[src/rtl/rf_host_cmd_initiator.sv]
// rf_host_cmd_initiator: MCU-side initiator for the RF transceiver
// M0/M1/AUX mode pins plus UART command/reply exchange.
module rf_host_cmd_initiator #(
  parameter logic [7:0] HEAD_SAVE      = 8'hC0,
  parameter logic [7:0] HEAD_NOSAVE    = 8'hC2,
  parameter logic [7:0] RET_CONFIG     = 8'hC1,
  parameter logic [7:0] RET_VERSION    = 8'hC3,
  parameter logic [7:0] RESET_CMD      = 8'hC4,
  parameter int         AUX_SETTLE     = 16,
  parameter int         TIMEOUT_CYCLES = 50000
) (
  input  logic        internal_clk,
  input  logic        rst_n,
  input  logic        cmd_valid,
  output logic        cmd_ready,
  input  logic [2:0]  cmd_op,
  input  logic [39:0] cmd_cfg,
  input  logic [1:0]  cmd_mode,
  output logic        M0,
  output logic        M1,
  input  logic        AUX,
  output logic [7:0]  tx_data,
  output logic        tx_use,
  input  logic        tx_full,
  input  logic [7:0]  rx_data,
  input  logic        rx_flag,
  output logic        rx_use,
  output logic [47:0] rsp_data,
  output logic        rsp_valid,
  output logic        err_timeout
);

  localparam int SW = $clog2(AUX_SETTLE + 1);
  localparam int TW = $clog2(TIMEOUT_CYCLES + 1);
  localparam logic [SW-1:0] SETTLE_LAST = SW'(AUX_SETTLE - 1);
  localparam logic [TW-1:0] TMO_LAST = TW'(TIMEOUT_CYCLES - 1);

  typedef enum logic [2:0] {
    IDLE, PROG_ENTER, SEND, RECV, DRAIN, RESTORE, DONE
  } state_t;

  state_t state, state_n;

  logic          aux_s1, aux_s2;
  logic [2:0]    op_q;
  logic [39:0]   cfg_q;
  logic [1:0]    user_mode, um_n;
  logic [1:0]    mode_pins;
  logic [2:0]    idx;
  logic [SW-1:0] settle_cnt;
  logic [TW-1:0] tmo_cnt;
  logic          aux_low_seen;

  logic          accept, push, pop, tmo_abort;
  logic          wait_st, tmo_hit;
  logic          settle_en, settled;
  logic [7:0]    tx_byte;
  logic          tx_last;
  logic [2:0]    rx_need;
  logic [39:0]   cfg_sh;
  logic          cfg_op;

  assign cfg_op = (op_q == 3'd0) || (op_q == 3'd1);
  // Byte 0 is the header, bytes 1..5 walk ADDH..OPTION.
  assign cfg_sh = cfg_q << {idx - 3'd1, 3'b000};

  // Outgoing byte selection and per-op stream/reply lengths.
  always_comb begin
    tx_byte = 8'h00;
    tx_last = 1'b0;
    rx_need = 3'd4;
    unique case (1'b1)
      op_q == 3'd0: begin
        tx_byte = (idx == 3'd0) ? HEAD_SAVE : cfg_sh[39:32];
        tx_last = idx == 3'd5;
      end
      op_q == 3'd1: begin
        tx_byte = (idx == 3'd0) ? HEAD_NOSAVE : cfg_sh[39:32];
        tx_last = idx == 3'd5;
      end
      op_q == 3'd2: begin
        tx_byte = RET_CONFIG;
        tx_last = idx == 3'd2;
        rx_need = 3'd6;
      end
      op_q == 3'd3: begin
        tx_byte = RET_VERSION;
        tx_last = idx == 3'd2;
      end
      default: begin
        tx_byte = RESET_CMD;
        tx_last = idx == 3'd2;
      end
    endcase
  end

  // Next-state and handshake strobes.
  always_comb begin
    state_n   = state;
    accept    = 1'b0;
    push      = 1'b0;
    pop       = 1'b0;
    tmo_abort = 1'b0;
    um_n      = user_mode;
    wait_st   = state inside {PROG_ENTER, SEND, RECV, DRAIN, RESTORE};
    tmo_hit   = wait_st && (tmo_cnt == TMO_LAST);
    settle_en = aux_s2 &&
                !(state == DRAIN && op_q == 3'd4 && !aux_low_seen);
    settled   = settle_en && (settle_cnt == SETTLE_LAST);
    unique case (state)
      IDLE: begin
        if (cmd_valid) begin
          accept = 1'b1;
          if (cmd_op >= 3'd5) begin
            state_n = RESTORE;
            um_n    = cmd_mode;
          end else begin
            state_n = PROG_ENTER;
          end
        end
      end
      PROG_ENTER: begin
        if (tmo_hit) begin
          tmo_abort = 1'b1;
          state_n   = RESTORE;
        end else if (settled) begin
          state_n = SEND;
        end
      end
      SEND: begin
        push = !tx_full;
        if (push && tx_last) begin
          state_n = (op_q == 3'd2 || op_q == 3'd3) ? RECV : DRAIN;
        end else if (tmo_hit) begin
          tmo_abort = 1'b1;
          state_n   = RESTORE;
        end
      end
      RECV: begin
        pop = rx_flag && (idx < rx_need);
        if (pop && idx == rx_need - 3'd1) begin
          state_n = DRAIN;
        end else if (tmo_hit) begin
          tmo_abort = 1'b1;
          state_n   = RESTORE;
        end
      end
      DRAIN: begin
        if (tmo_hit) begin
          tmo_abort = 1'b1;
          state_n   = RESTORE;
        end else if (settled) begin
          state_n = RESTORE;
        end
      end
      RESTORE: begin
        if (tmo_hit) begin
          tmo_abort = 1'b1;
          state_n   = DONE;
        end else if (settled) begin
          state_n = DONE;
        end
      end
      DONE: state_n = IDLE;
      default: state_n = IDLE;
    endcase
  end

  // AUX is asynchronous to internal_clk.
  always_ff @(posedge internal_clk) begin
    if (!rst_n) begin
      aux_s1 <= 1'b0;
      aux_s2 <= 1'b0;
    end else begin
      aux_s1 <= AUX;
      aux_s2 <= aux_s1;
    end
  end

  // State register.
  always_ff @(posedge internal_clk) begin
    if (!rst_n) state <= IDLE;
    else        state <= state_n;
  end

  // Command latches, counters, reply assembly and mode pins.
  always_ff @(posedge internal_clk) begin
    if (!rst_n) begin
      op_q         <= 3'd0;
      cfg_q        <= 40'h0;
      user_mode    <= 2'b00;
      mode_pins    <= 2'b00;
      idx          <= 3'd0;
      settle_cnt   <= '0;
      tmo_cnt      <= '0;
      aux_low_seen <= 1'b0;
      rsp_data     <= 48'h0;
      err_timeout  <= 1'b0;
    end else begin
      user_mode <= um_n;
      mode_pins <= (state_n inside {PROG_ENTER, SEND, RECV, DRAIN})
                   ? 2'b11 : um_n;

      if (state_n != state)            settle_cnt <= '0;
      else if (settle_en && wait_st)   settle_cnt <= settle_cnt + SW'(1);
      else                             settle_cnt <= '0;

      if (state_n != state || push || pop) tmo_cnt <= '0;
      else if (wait_st)                    tmo_cnt <= tmo_cnt + TW'(1);

      if (accept) begin
        op_q         <= cmd_op;
        cfg_q        <= cmd_cfg;
        rsp_data     <= 48'h0;
        err_timeout  <= 1'b0;
        aux_low_seen <= 1'b0;
        idx          <= 3'd0;
      end

      if (push) idx <= tx_last ? 3'd0 : idx + 3'd1;

      if (pop) begin
        rsp_data <= rsp_data | ({rx_data, 40'h0} >> {idx, 3'b000});
        idx      <= idx + 3'd1;
      end

      if (state == DRAIN && !aux_s2) aux_low_seen <= 1'b1;
      if (tmo_abort) err_timeout <= 1'b1;
    end
  end

  assign cmd_ready = state == IDLE;
  assign tx_use    = rst_n && push;
  assign tx_data   = (state == SEND) ? tx_byte : 8'h00;
  assign rx_use    = rst_n && pop;
  assign rsp_valid = state == DONE;
  assign M1        = mode_pins[1];
  assign M0        = mode_pins[0];

endmodule

[config.mk]
export PLATFORM = sky130hd
export DESIGN_NAME = rf_host_cmd_initiator
export DESIGN_NICKNAME = d
export VERILOG_FILES = /design/src/rtl/rf_host_cmd_initiator.sv
export SDC_FILE = /design/constraint.sdc
export NUM_CORES = 1
export LEC_CHECK = 0
export ABC_AREA = 1
export BUFFER_PORTS_ARGS = -buffer_cell sky130_fd_sc_hd__buf_2
export CAP_MARGIN = 5
export CORE_MARGIN = 4
export CORE_UTILIZATION = 55
export DETAILED_ROUTE_END_ITERATION = 8
export PLACE_DENSITY = 0.86
export RECOVER_POWER = 100
export SLEW_MARGIN = 5
export SYNTH_ARGS = -nofsm -noshare
export SYNTH_HDL_FRONTEND = slang
export SYNTH_SLANG_ARGS = --single-unit
[constraint.sdc]
create_clock -name internal_clk -period 3.2 [get_ports internal_clk]
set_input_delay 0.16 -clock internal_clk [delete_from_list [all_inputs] [get_ports internal_clk]]
set_output_delay 0.16 -clock internal_clk [all_outputs]
set_load 0.02 [all_outputs]
After elaboration in Yosys (flattened, before gate mapping)
Cells that the tools add are included.
Word-level totals
  register bits after elaboration: 126
  output and inout port bits: 63
  logic and storage cells: 117
Operators by class
  $add $sub $neg: 5
  $lt $le $gt $ge: 2
  equality and inequality tests: 20
  shift operators: 2
  muxes and demuxes: 40
  bitwise operators: 3
  reductions and logical operators: 32
Operator list (count)
  48-bit 2-to-1 mux: 2
  3-bit 2-to-1 mux: 16
  48-bit OR: 1
  48-bit by 6-bit >> shifter with 48-bit output: 1
  40-bit by 6-bit left shift with 40-bit output: 1
  8-bit case mux with 4 select lines: 1
  8-bit 2-to-1 mux: 3
  3-bit by 2-bit equality test with 1-bit output, second input constant: 7
  3-bit equality test, second input constant: 6
  3-bit case mux with 6 select lines: 1
  16-bit by 1-bit adder with 16-bit output, second input constant: 1
  16-bit equality test, second input constant: 1
  1-bit logical AND: 12
  1-bit 2-to-1 mux: 11
  2-bit 2-to-1 mux: 5
  3-bit by 1-bit equality test with 1-bit output, second input constant: 3
  3-bit logical NOT: 3
  2-bit nonzero test: 3
  3-bit OR reduction: 2
  3-bit by 1-bit subtractor with 3-bit output, second input constant: 2
  5-bit by 1-bit adder with 5-bit output, second input constant: 1
  5-bit by 4-bit equality test with 1-bit output, second input constant: 1
  5-bit nonzero test: 1
  1-bit logical NOT: 4
  11 further kinds: 15

Depth between registers and ports, before layout
  depth in word-level cells: 13
  mapped depth: 16
  gate-level depth less buffers: 16

Least setup slack after synthesis
Ideal clock, no wire load.
  kind: register to output
  start point: register idx[0]
  end point: output port tx_data[0]
  arrival: 2682 ps
  data required time: 3040 ps
  setup slack: 358 ps
  cell stages (with the launch flop): 13
  buffers on the path: 4
  cells stage by stage: dfxtp_1 > buf_4 > inv_1 > clkbuf_1 > clkbuf_1 > ha_1 > buf_2 > clkinv_1 > nor3_1 > inv_1 > o21ai_0 > nand2_1 > a21oi_1
On the way
  cells in the longest elaborated chain, start to end: 5
RTL lines
  start, declared: line 49  | logic [2:0] idx;
  start signal, assigned: line 220  | if (push) idx <= tx_last ? 3'd0 : idx + 3'd1;
  start signal, assigned: line 224  | idx <= idx + 3'd1;
  3-bit by 1-bit subtractor with 3-bit output: line 65  | assign cfg_sh = cfg_q << {idx - 3'd1, 3'b000};
  40-bit by 6-bit left shift with 40-bit output: line 65
  8-bit 2-to-1 mux (on tied branches): line 78, 74
  8-bit case mux with 4 select lines *: line 72  | unique case (1'b1)
  8-bit 2-to-1 mux *: line 234  | assign tx_data = (state == SEND) ? tx_byte : 8'h00;
  end, declared: line 22  | output logic [7:0] tx_data,
Mark *: on every way between the ends. The rest lies on a longest branch, timed or not.

Final worst setup path
  start point: register idx[1]
  end point: output port tx_data[6]
Same word-level chain as after synthesis.

==> results by group <==
Run status
  – Status: complete, no violations

Placed design
  – Final GP Congestion: 0.953
  – Dpl hpwl: 10600 um
  – Placement-stage cell area: 0.00653 mm2
  – IO buf count: 121

Logic synthesis
  – Syn Inst Count: 812
  – Post-synthesis average cell area: 7.19 um2
  – Synthesis warning total: 0
  – Sequential share of the synthesized area: 43.2%
  – Flops & latches, synth: 126
  – Mapped cell area: 0.00584 mm2
  – Unique cell type count in the Yosys netlist: 38
  – Post-Syn Nets: 878

Min path
  – Tightest Hold Check Type: in2reg

Clock network
  – Clock slew at reported path FFs: 0.06 ns
  – Max clock buf depth: 2
  – CTS tree: yes
  – Depth of the CTS H-tree: 4
  – Clock Tree Root: clkbuf_8
  – Worst-Skew Late Latency: 0.53 ns
  – CTS buffer count: 17
  – Post-cts sizing count: 0
  – Clk sinks: 126

Floorplan
  – Die area: 0.0123 mm2
  – Row cnt: 37
  – Die Span Y: 111 um
  – Die width: 111 um
  – Total I/O pin count: 122
  – Initial core utilization: 56.6%
  – Core area: 0.0103 mm2

Layout
  – Share of cells above drive strength 1: 13.2%
  – Area delta synth->final: 30.0%
  – Nets: 1041
  – Ant diodes: 0
  – Post-route cell area: 0.00759 mm2

Timing
  – Final Hold Fails: 0
  – # setup viols final: 0
  – RSZ-0062 raised after global routing: false
  – Tmin final: 2.94 ns
  – Clock Skews: 0.00949 ns
  – Total Neg Setup Slack: 0 ns
  – Final slew viol count: 0
  – Max_slew headroom: 3.60%
  – Hold slack: 0.184 ns
  – Highest Clock Rate: 340 MHz
  – Worst Max-Slew Pin Slew: 1.45 ns
  – Fin crit share: 91.8%

Global route
  – Vias in the first global route: 5957
  – Initial antenna violation count: 0
  – Total global routing overflow: 0
  – Total GRT Usage: 27.6%
  – Largest net degree at the start of global routing: 45
  – First-pass GRT wire length: 28000 um

Power and ir drop
  – Seq pwr share: 39.9%
  – Leak: 0.00306 uW
  – Int Pwr: 3100 uW
  – Comb power frac: 11.2%
  – Clock share of power: 48.9%
  – Worst vdd ir: 0.478 mV
  – Switching share of power: 25.4%
  – Switching power: 1060 uW
  – Pwr/cell area: 547 mW/mm2

Critical path
  – Req. time, crit path: 3.04 ns
  – CP Launch Type: register
  – Critical Path AT: 2.78 ns
  – CP max stage delay: 0.42 ns
  – Max Fanout on Critical Path: 20
  – Worst Setup End Kind: output port
  – Worst-path cell chain: inv_2 -> ha_1 -> clkinv_1 -> nor3_1 -> buf_4 -> nand2_1 -> a31oi_1 -> clkbuf_1
  – Crit-path slowest cell: dfxtp_1
  – Critical path type: reg2out

Drt
  – DRC Markers: 0
  – Post-route ant nets: 0
  – Initial DRC count: 679
  – Avg WL per Cell: 15.2 um
  – Via count of the routed design: 6233
  – Vias per std cell: 5.55
  – Final WL: 17000 um
  – Pre-antenna DRT Iters: 5

Run
  – Number of max-cap violations: 0
-- placed cells by master (no fill, tap or decap), drive strengths merged --
master       instances
nand2              187
dfxtp              126
a21oi              111
inv                 98
clkbuf              83
buf                 69
nor2                64
dlygate4sd3         54
o21ai               47
nand3               38
a211oi              24
a31oi               18
xor2                15
a221oi               8
ha                   7
nor3                 7
or2                  6
nand4                5
clkinv               5
xnor2                4
bufinv               4
and3                 2
nand3b               1
a21boi               1
nor4                 1
a31o                 1
mux2i                1
clkinvlp             1
-- metal layers --
| metal | vias to the layer above | share of wire (%) | wire length, um | global-route usage [%] |
|---|---|---|---|---|
| li1 | 2995 | - | - | - |
| met1 | 2830 | 41 | 6950 | 34.3 |
| met2 | 331 | 47 | 8040 | 44.5 |
| met3 | 77 | 7.8 | 1340 | 7.21 |
| met4 | 0 | 4.1 | 704 | 13.7 |
| met5 | - | 0 | 0 | 0 |
-- path summary, 6_finish.rpt --
check | start | to | slack [ns] | cells after the start
setup / recovery | idx[1] | tx_data[6] | 0.26 | 8
hold / removal | tx_full | idx[0] | 0.18 | 6
setup reg to reg | state[2] | cfg_q[9] | 0.32 | 7
hold reg to reg | aux_s1 | aux_s2 | 0.42 | 2
-- Yosys cell counts (all sizes together) --
cell	n	area share, %
nand2	187	12
dfxtp	126	43
a21oi	111	9.5
inv	96	6.2
nor2	64	4.8
o21ai	47	4.0
nand3	38	3.3
clkbuf	34	2.2
a211oi	24	3.1
a31oi	18	1.9
xor2	15	2.2
a221oi	8	1.2
buf	7	0.73
ha	7	1.5
nor3	7	0.69
or2	6	0.64
nand4	5	0.79
xnor2	4	0.60
and3	2	0.21
a21boi	1	0.13
a31o	1	0.15
clkinv	1	0.064
mux2i	1	0.17
nand3b	1	0.13
nor4	1	0.11
-- cells by family after synthesis --
| kind of cell | count (synthesis) | share of synthesized area (%) |
|---|---|---|
| mux | 1 | 0.171 |
| flops | 126 | 43.2 |
| simple gates | 311 | 23.1 |
| xor+xnor | 19 | 2.85 |
| buf+inv | 138 | 9.15 |
| fa+ha+maj | 7 | 1.50 |
| compound gates | 210 | 20.0 |
-- cell type report --
type	count	area (um2)
Timing Repair Buffer	185	1140
Sequential cell	126	2520
Clock buffer	21	439
Fill cell	788	2730
Multi-Input combinational cell	548	2780
Inverter	97	364
Tap cell	136	170
Clock inverter	11	180
-- per-stage QoR --
step / std cells / power [uW] / util [%] / worst slack (ns)
floorplan: 812 / 1970 / - / 0.358
global placement: 1038 / 2090 / 63.2 / 0.752
detailed placement: 1038 / 2090 / 63.2 / 0.649
CTS: 1124 / 4150 / 74.5 / 0.279
global route: 1124 / 4300 / 73.5 / 0.0244
finish: 1124 / 4150 / 73.5 / 0.263
-- repair_timing --
item                                   in CTS  in global routing
buffers inserted                            0                  0
hold buffers                               54                  0
endpoints found under the hold margin      56                  0
-- registers in the layout, summed over array words and instances, names as in the netlist --
| signal | count |
|---|---|
| idx | 3 |
| state | 3 |
| settle_cnt | 5 |
| aux_s1 | 1 |
| tmo_cnt | 16 |
| mode_pins | 2 |
| cfg_q | 40 |
| err_timeout | 1 |
| op_q | 3 |
| aux_s2 | 1 |
| user_mode | 2 |
| aux_low_seen | 1 |
| rsp_data | 48 |
-- worst max-delay path: cells and delay by family, from the launching register on --
family,cells,cell delay [ns]
fa+ha+maj,1,0.36
flops,1,0.42
simple gates,2,0.38
buf+inv,4,0.87
compound gates,1,0.22
-- power by group through the flow --
stage	clock network (uW)	registers [uW]	logic, uW
after floorplan	0	1690	280
after global placement	0	1690	396
after detailed placement	0	1690	403
after CTS	2040	1660	457
after global routing	2120	1660	514
final	2030	1660	465
No activity file was read; power rests on OpenSTA's default activity.
